**config.mk**
```make
export PLATFORM = sky130hd
export DESIGN_NAME = mcm_step_sched_flat
export DESIGN_NICKNAME = d
export VERILOG_FILES = /design/src/rtl/mcm_step_sched_pkg.sv /design/src/rtl/mcm_step_sched_if.sv /design/src/rtl/mcm_step_sched_idx_gen.sv /design/src/rtl/mcm_step_sched.sv /design/src/flat_wrapper.sv
export SDC_FILE = /design/constraint.sdc
export NUM_CORES = 1
export LEC_CHECK = 0
export CORE_ASPECT_RATIO = 0.75
export CORE_UTILIZATION = 35
export CTS_CLUSTER_DIAMETER = 80
export CTS_CLUSTER_SIZE = 20
export DETAILED_ROUTE_END_ITERATION = 12
export PLACE_DENSITY_LB_ADDON = 0.1
export SLEW_MARGIN = 20
export SYNTH_ARGS = -nofsm -noshare
export SYNTH_HDL_FRONTEND = slang
export SYNTH_SLANG_ARGS = --single-unit
```
**constraint.sdc**
```tcl
create_clock -name CLK -period 4.9 [get_ports CLK]
set_clock_uncertainty 0.2 [all_clocks]
set_input_delay 1.47 -clock CLK [delete_from_list [all_inputs] [get_ports CLK]]
set_output_delay 1.47 -clock CLK [all_outputs]
set_load 0.005 [all_outputs]
```
**src/rtl/mcm_step_sched_pkg.sv**
```systemverilog
// mcm_pkg: shared defaults, scheduler state encoding and the step record
// used by the matrix-chain-multiplication step scheduler.
package mcm_pkg;

  localparam int unsigned MCM_N_MAT   = 8;
  localparam int unsigned MCM_IDX_W   = 3;
  localparam int unsigned MCM_MAX_OUT = 4;

  typedef enum logic [2:0] {
    ST_IDLE,
    ST_ISSUE,
    ST_BARRIER,
    ST_DRAIN,
    ST_FINISH
  } state_t;

  typedef struct packed {
    logic [MCM_IDX_W-1:0] i;
    logic [MCM_IDX_W-1:0] k;
    logic [MCM_IDX_W-1:0] j;
    logic                 first;
    logic                 last;
  } step_t;

endpackage

```
**src/rtl/mcm_step_sched_if.sv**
```systemverilog
// Step-command / response channel between the MCM scheduler (master)
// and the pipelined MCM step datapath (slave).
interface mcm_step_sched_if
  import mcm_pkg::*;
#(
  parameter int unsigned IDX_W = MCM_IDX_W
);
  logic             STEP_VALID;
  logic             STEP_READY;
  logic [IDX_W-1:0] STEP_I;
  logic [IDX_W-1:0] STEP_K;
  logic [IDX_W-1:0] STEP_J;
  logic             STEP_FIRST;
  logic             STEP_LAST;
  logic             RESP_VALID;

  modport master (
    output STEP_VALID, STEP_I, STEP_K, STEP_J, STEP_FIRST, STEP_LAST,
    input  STEP_READY, RESP_VALID
  );

  modport slave (
    input  STEP_VALID, STEP_I, STEP_K, STEP_J, STEP_FIRST, STEP_LAST,
    output STEP_READY, RESP_VALID
  );
endinterface

```
**src/rtl/mcm_step_sched_idx_gen.sv**
```systemverilog
// mcm_idx_gen: diagonal/row/split loop counters of the MCM DP, producing
// registered (i,k,j,first,last) plus end-of-diagonal/end-of-schedule flags.
module mcm_idx_gen
  import mcm_pkg::*;
#(
  parameter int unsigned IDX_W = MCM_IDX_W,
  parameter int unsigned LEN_W = MCM_IDX_W + 1
) (
  input  logic             clk,
  input  logic             rst_n,
  input  logic             i_clear,
  input  logic             i_advance,
  input  logic [LEN_W-1:0] i_len,
  output logic [IDX_W-1:0] o_i,
  output logic [IDX_W-1:0] o_k,
  output logic [IDX_W-1:0] o_j,
  output logic             o_first,
  output logic             o_last,
  output logic             o_diag_end,
  output logic             o_sched_end
);

  logic [IDX_W-1:0] r_t, r_i, r_k, r_j;
  logic             r_first, r_last;
  logic [LEN_W-1:0] r_len;
  logic [IDX_W-1:0] w_t_n, w_i_n, w_k_n, w_j_n;
  logic             w_diag_end, w_sched_end;

  assign w_diag_end  = r_last && ((LEN_W'(r_i) + LEN_W'(r_t) + LEN_W'(1)) == r_len);
  assign w_sched_end = w_diag_end && ((LEN_W'(r_t) + LEN_W'(1)) == r_len);

  // New row starts at k = old i + 1, which equals the new i (k==i -> first).
  always_comb begin
    w_t_n = r_t;
    w_i_n = r_i;
    w_k_n = r_k;
    if (i_clear) begin
      w_t_n = IDX_W'(1);
      w_i_n = '0;
      w_k_n = '0;
    end else if (i_advance) begin
      if (!r_last) begin
        w_k_n = r_k + IDX_W'(1);
      end else if (!w_diag_end) begin
        w_i_n = r_i + IDX_W'(1);
        w_k_n = r_i + IDX_W'(1);
      end else if (!w_sched_end) begin
        w_t_n = r_t + IDX_W'(1);
        w_i_n = '0;
        w_k_n = '0;
      end
    end
    w_j_n = w_i_n + w_t_n;
  end

  always_ff @(posedge clk or negedge rst_n) begin
    if (!rst_n) begin
      r_len   <= '0;
      r_t     <= '0;
      r_i     <= '0;
      r_k     <= '0;
      r_j     <= '0;
      r_first <= 1'b0;
      r_last  <= 1'b0;
    end else begin
      if (i_clear) r_len <= i_len;
      if (i_clear || i_advance) begin
        r_t     <= w_t_n;
        r_i     <= w_i_n;
        r_k     <= w_k_n;
        r_j     <= w_j_n;
        r_first <= (w_k_n == w_i_n);
        r_last  <= ((w_k_n + IDX_W'(1)) == w_j_n);
      end
    end
  end

  assign o_i         = r_i;
  assign o_k         = r_k;
  assign o_j         = r_j;
  assign o_first     = r_first;
  assign o_last      = r_last;
  assign o_diag_end  = w_diag_end;
  assign o_sched_end = w_sched_end;

endmodule

```
**src/rtl/mcm_step_sched.sv**
```systemverilog
// mcm_step_sched: issues MCM DP step commands in diagonal order with an
// outstanding-step throttle and a commit barrier between diagonals.
// Optional MCM_SCHED_PERF_EN adds the STALL_CNT performance counter.
module mcm_step_sched
  import mcm_pkg::*;
#(
  parameter int unsigned N_MAT   = MCM_N_MAT,
  parameter int unsigned IDX_W   = MCM_IDX_W,
  parameter int unsigned MAX_OUT = MCM_MAX_OUT
) (
  input  logic        CLK,
  input  logic        RESET_N,
  input  logic        START,
  input  logic [3:0]  LEN,
  output logic        BUSY,
  output logic        DONE,
  output logic        ERR,
`ifdef MCM_SCHED_PERF_EN
  output logic [15:0] STALL_CNT,
`endif
  mcm_step_sched_if.master step
);

  localparam int unsigned LEN_W = IDX_W + 1;
  localparam int unsigned OUT_W = $clog2(MAX_OUT + 1);

  state_t           r_state, w_state_n;
  logic [OUT_W-1:0] r_out, w_out_n;
  logic             r_busy, r_done, r_err;
  logic [LEN_W-1:0] w_len_c;
  logic             w_short, w_valid, w_accept, w_start_acc, w_clear;
  logic             w_resp_eff, w_err_set;
  logic [IDX_W-1:0] w_i, w_k, w_j;
  logic             w_first, w_last, w_diag_end, w_sched_end;

  assign w_len_c = (32'(LEN) > N_MAT) ? LEN_W'(N_MAT) : LEN_W'(LEN);
  assign w_short = (w_len_c < LEN_W'(2));

  mcm_idx_gen #(
    .IDX_W (IDX_W),
    .LEN_W (LEN_W)
  ) u_idx_gen (
    .clk         (CLK),
    .rst_n       (RESET_N),
    .i_clear     (w_clear),
    .i_advance   (w_accept),
    .i_len       (w_len_c),
    .o_i         (w_i),
    .o_k         (w_k),
    .o_j         (w_j),
    .o_first     (w_first),
    .o_last      (w_last),
    .o_diag_end  (w_diag_end),
    .o_sched_end (w_sched_end)
  );

  always_ff @(posedge CLK or negedge RESET_N) begin
    if (!RESET_N) r_state <= ST_IDLE;
    else          r_state <= w_state_n;
  end

  always_comb begin
    w_state_n = r_state;
    case (r_state)
      ST_IDLE:    if (START) w_state_n = w_short ? ST_FINISH : ST_ISSUE;
      ST_ISSUE:   if (w_accept && w_diag_end) w_state_n = w_sched_end ? ST_DRAIN : ST_BARRIER;
      ST_BARRIER: if (w_out_n == '0) w_state_n = ST_ISSUE;
      ST_DRAIN:   if (w_out_n == '0) w_state_n = ST_FINISH;
      ST_FINISH:  w_state_n = ST_IDLE;
      default:    w_state_n = ST_IDLE;
    endcase
  end

  always_comb begin
    w_valid     = (r_state == ST_ISSUE) && (r_out < OUT_W'(MAX_OUT));
    w_accept    = w_valid && step.STEP_READY;
    w_start_acc = (r_state == ST_IDLE) && START;
    w_clear     = w_start_acc && !w_short;
  end

  // A response with nothing outstanding is only legal if it pairs with a same-cycle accept.
  always_comb begin
    w_resp_eff = step.RESP_VALID && ((r_out != '0) || w_accept);
    w_out_n    = r_out + OUT_W'(w_accept) - OUT_W'(w_resp_eff);
    w_err_set  = (step.RESP_VALID && !w_resp_eff) || (START && r_busy);
  end

  // DONE is registered off FINISH, so it lands in the cycle BUSY falls.
  always_ff @(posedge CLK or negedge RESET_N) begin
    if (!RESET_N) begin
      r_out  <= '0;
      r_busy <= 1'b0;
      r_done <= 1'b0;
      r_err  <= 1'b0;
    end else begin
      r_out  <= w_out_n;
      r_done <= (r_state == ST_FINISH);
      if (w_start_acc)               r_busy <= 1'b1;
      else if (r_state == ST_FINISH) r_busy <= 1'b0;
      r_err  <= (w_start_acc ? 1'b0 : r_err) | w_err_set;
    end
  end

`ifdef MCM_SCHED_PERF_EN
  logic [15:0] r_stall;

  always_ff @(posedge CLK or negedge RESET_N) begin
    if (!RESET_N) begin
      r_stall <= '0;
    end else if (w_start_acc) begin
      r_stall <= '0;
    end else if (r_busy && !w_accept && (r_stall != '1)) begin
      r_stall <= r_stall + 16'd1;
    end
  end

  assign STALL_CNT = r_stall;
`endif

  assign BUSY            = r_busy;
  assign DONE            = r_done;
  assign ERR             = r_err;
  assign step.STEP_VALID = w_valid;
  assign step.STEP_I     = w_i;
  assign step.STEP_K     = w_k;
  assign step.STEP_J     = w_j;
  assign step.STEP_FIRST = w_first;
  assign step.STEP_LAST  = w_last;

endmodule

```
**src/flat_wrapper.sv**
```systemverilog
// flat-port wrapper written by rule: the top's interface ports become plain ports
module mcm_step_sched_flat import mcm_pkg::*;
#(
  parameter int unsigned N_MAT   = MCM_N_MAT,
  parameter int unsigned IDX_W   = MCM_IDX_W,
  parameter int unsigned MAX_OUT = MCM_MAX_OUT
)
  (CLK, RESET_N, START, LEN, BUSY, DONE, ERR, step_STEP_VALID, step_STEP_I, step_STEP_K, step_STEP_J, step_STEP_FIRST, step_STEP_LAST, step_STEP_READY, step_RESP_VALID);
  mcm_step_sched_if #(.IDX_W(IDX_W)) step_i ();
  input  logic CLK;
  input  logic RESET_N;
  input  logic START;
  input  logic [3:0] LEN;
  output logic BUSY;
  output logic DONE;
  output logic ERR;
  output wire logic [$bits(step_i.STEP_VALID)-1:0] step_STEP_VALID;
  output wire logic [$bits(step_i.STEP_I)-1:0] step_STEP_I;
  output wire logic [$bits(step_i.STEP_K)-1:0] step_STEP_K;
  output wire logic [$bits(step_i.STEP_J)-1:0] step_STEP_J;
  output wire logic [$bits(step_i.STEP_FIRST)-1:0] step_STEP_FIRST;
  output wire logic [$bits(step_i.STEP_LAST)-1:0] step_STEP_LAST;
  input wire logic [$bits(step_i.STEP_READY)-1:0] step_STEP_READY;
  input wire logic [$bits(step_i.RESP_VALID)-1:0] step_RESP_VALID;
  assign step_STEP_VALID = step_i.STEP_VALID;
  assign step_STEP_I = step_i.STEP_I;
  assign step_STEP_K = step_i.STEP_K;
  assign step_STEP_J = step_i.STEP_J;
  assign step_STEP_FIRST = step_i.STEP_FIRST;
  assign step_STEP_LAST = step_i.STEP_LAST;
  assign step_i.STEP_READY = step_STEP_READY;
  assign step_i.RESP_VALID = step_RESP_VALID;
  mcm_step_sched #(.N_MAT(N_MAT), .IDX_W(IDX_W), .MAX_OUT(MAX_OUT)) u_core (.CLK(CLK), .RESET_N(RESET_N), .START(START), .LEN(LEN), .BUSY(BUSY), .DONE(DONE), .ERR(ERR), .step(step_i));
endmodule
```
==> impl_results.md <==
- Period utilization: 0.908
- Residual DRC: 0
- Relative contribution of sequential cells to total power: 0.339
- Total of warnings raised by yosys: 0
- Nature of the critical path startpoint: input port
- Total half-perimeter wirelength after legalization and detailed placement: 3120 µm
- Instance area after placement: 2150 µm²
- Routed length per instance: 15.1 µm
- Combinational Power Share: 0.547
- Total power: 1.15 mW
- Core outline area: 4930 µm²
- Post-Synthesis Net Count: 195
- Critical path's most frequent cell: inv_1
- Number of vias per cell after detailed routing: 5.16
- Num CTS Buffers: 3
- Share of post-route cells with drive strength above 1: 0.126
- Outcome: finished clean
- Setup-violating endpoint count in the final report: 0
- Total wirelength of the detailed-routed design: 4010 µm
- Final-layout fill cell count: 480
- Crit Path Class: in2reg
- Worst Reg-to-Reg Cells: 16
- Number of cell rows: 22
- Max Root-Sink Buffers: 2
- Routed Antenna Nets: 0
- Total standard cell area after synthesis: 1800 µm²
- Endpoint required time on the critical path: 4.89 ns
- Critical path peak fanout: 6
- Max Transition Viols Final: 0
- Area grow syn2layout: 22.1%
- RSZ-0062 raised after global routing: no
- Endpoint class of the critical path: flip-flop
- Post-synthesis sequential area ratio: 0.376
- Hold Path Stages: 2
- Most common cell in the netlist: dfrtp_1
- Via count of the routed design: 1372
- Shortest period the worst path allows: 4.45 ns
- Number of cells in the design after placement: 262
- Netlist cell types: 52
- Mean instance size in the synthesized netlist: 10.4 µm²
- Cell breakdown of the critical path: clkdlybuf4s50_1 > nand2_1 > inv_1 > nor4_1 > nor2b_1 > ha_1 > inv_1 > ha_1 > inv_1 > fa_1 > xnor2_1 > xnor2_1 > nor3_1 > nand2_1 > a21o_1 > o21ai_0
- Setup TNS: 0 ns
- Root buf cell: clkbuf_8
- Relative contribution of the clock network to total power: 0.113
- Worst voltage drop across the vdd grid: 0.230 mV
- Final hold violation count: 0
- Worst relative slew slack: 0.674
- Vias in the first global route: 1440
- Post-CTS Setup Bufs: 0
- Source-to-sink clock delay at the later pin of the worst-skew pair: 0.27 ns
- Post-synthesis async set-or-reset flop share: 1.00
- Final core occ: 0.445
- Wire length of the first global-routing pass: 7050 µm
- H-tree lvl count: 1
- Area of the die: 5430 µm²
- Total gr overflow: 0
- Maximum number of pins on one net before global-route repair: 28
- Net Sw Frac: 0.397
- Static Leak: 0.994 nW
- EDFF count, synth: 0
- Antenna violations before repair: 0
- Count of pins on the block boundary: 24
- Hold bufs inserted after CTS: 0
- Die extent in y: 64.1 µm
- Max-capacitance violation count: 0
- Max Clk Rate: 225 MHz
- Worst-Margin Slew: 0.487 ns
- Yosys top cell area share: 0.376
- Biggest area contributors in the synthesized netlist: dfrtp_1, ha_1, xnor2_1
- Reg clk slew, reported paths: 0.10 ns
- Slowest Stage Delay on Critical Path: 0.40 ns
- Design Area, Final: 2190 µm²
- Final #Nets: 229
- Pint: 692 µW
- First-pass detailed-route iteration total: 4
- Global-route total usage across every layer: 0.170
- Number of clock sinks: 27
- Count of port buffers added during placement: 23
- Instance count of the mapped netlist: 173
- Post-Place Worst Slack: 0.169 ns
- Cell types with the highest counts after synthesis: dfrtp_1, inv_1, nand2_1
- Hold crit path type: reg2reg
- Seq cells post-synth: 27
- Starting Density: 0.365
- Number of antenna cells inserted: 0
- Cell taking the most area after synthesis: dfrtp_1
- Net Switching: 456 µW
- Post-CTS resize count: 0
- PD cells: 523 nW/µm²
- Die span in x: 84.7 µm
- Top_reg_cell synth: dfrtp_1
- Slowest cell on the critical path: clkdlybuf4s50_1
- Initial drt markers: 81
- Final setup slack of the worst path: 0.450 ns
- Final instance count without filler cells: 266
- Clock tree from TritonCTS: yes
- Worst EP arrival: 4.44 ns
- Final weighted congestion in routability-driven placement: 0.827
- Worst hold slack across all endpoints: 0.292 ns
-- registers in the layout, indices dropped and copies added (netlist names) --
register                  flops
u_core.u_idx_gen.r_len        4
u_core.r_out                  3
u_core.r_state                3
u_core.u_idx_gen.o_i          3
u_core.u_idx_gen.o_j          3
u_core.u_idx_gen.o_k          3
u_core.u_idx_gen.r_t          3
u_core.BUSY                   1
u_core.DONE                   1
u_core.ERR                    1
u_core.u_idx_gen.o_first      1
u_core.u_idx_gen.o_last       1
-- path summary, 6_finish.rpt --
kind | start | slack [ns] | to
max | step_STEP_READY | 0.45 | u_core.r_state[0]
min | u_core.u_idx_gen.o_j[1] | 0.29 | u_core.u_idx_gen.o_j[1]
max reg2reg | u_core.u_idx_gen.r_t[0] | 0.61 | u_core.u_idx_gen.o_last
min reg2reg | u_core.u_idx_gen.o_j[1] | 0.29 | u_core.u_idx_gen.o_j[1]
max in group asynchronous | RESET_N | 2.87 | u_core.BUSY
min in group asynchronous | RESET_N | 1.37 | u_core.u_idx_gen.r_t[0]
-- final cells by class --
type                       count  area (µm²)  area share
multi-input combinational    126        1040       0.474
sequential                    27         676       0.308
timing repair buffer          31         290       0.132
tap                           60        75.1      0.0342
inverter                      18        67.6      0.0308
clock buffer                   4        45.0      0.0205
-- power by group through the flow --
stage | Clock (mW) | Combinational [mW] | Sequential, mW
finish | 0.130 | 0.628 | 0.390
global route | 0.148 | 0.705 | 0.406
detailed placement | 0 | 0.630 | 0.397
floorplan | 0 | 0.443 | 0.369
global placement | 0 | 0.623 | 0.392
CTS | 0.138 | 0.635 | 0.392
-- layer usage --
layer	vias to the layer above	share of wire	track usage
met4	0	0.0060	0.0381
met2	17	0.46	0.282
met5	-	0	0
li1	675	-	-
met1	678	0.51	0.233
met3	2	0.027	0.0310
-- cells by family (layout without fill, tap and decap cells) --
logic type / Yosys count / after routing / share of synthesized area
and+or+nand+nor: 48 / 48 / 0.161
AOI/OAI and AO/OA: 41 / 41 / 0.164
DFF: 27 / 27 / 0.376
xor gates and xnor gates: 20 / 20 / 0.125
buffers and inverters: 20 / 53 / 0.0446
adders and majority gates: 13 / 13 / 0.103
muxes: 4 / 4 / 0.0265
-- cell usage in the layout (no fill, tap or decap), types with 3 or more instances in the layout --
master / n
inv_1: 18
ha_1: 10
a21o_1: 4
fa_1: 3
o21ai_0: 8
clkdlybuf4s50_1: 23
xor2_1: 7
nor2b_1: 3
clkbuf_8: 3
o21ai_1: 3
a21oi_1: 9
buf_4: 8
nor2_1: 9
dfrtp_1: 27
xnor2_1: 9
nand2_1: 15
-- critical path, delay by kind of cell --
| family | cells | cell delay (ns) |
|---|---|---|
| XOR/XNOR | 2 | 0.29 |
| AO/OA/AOI/OAI | 2 | 0.34 |
| AND/OR/NAND/NOR | 5 | 0.97 |
| adder cells (fa/ha/maj) | 3 | 0.77 |
| buffers and inverters | 4 | 0.59 |
No activity file was read; power rests on OpenSTA's default activity.
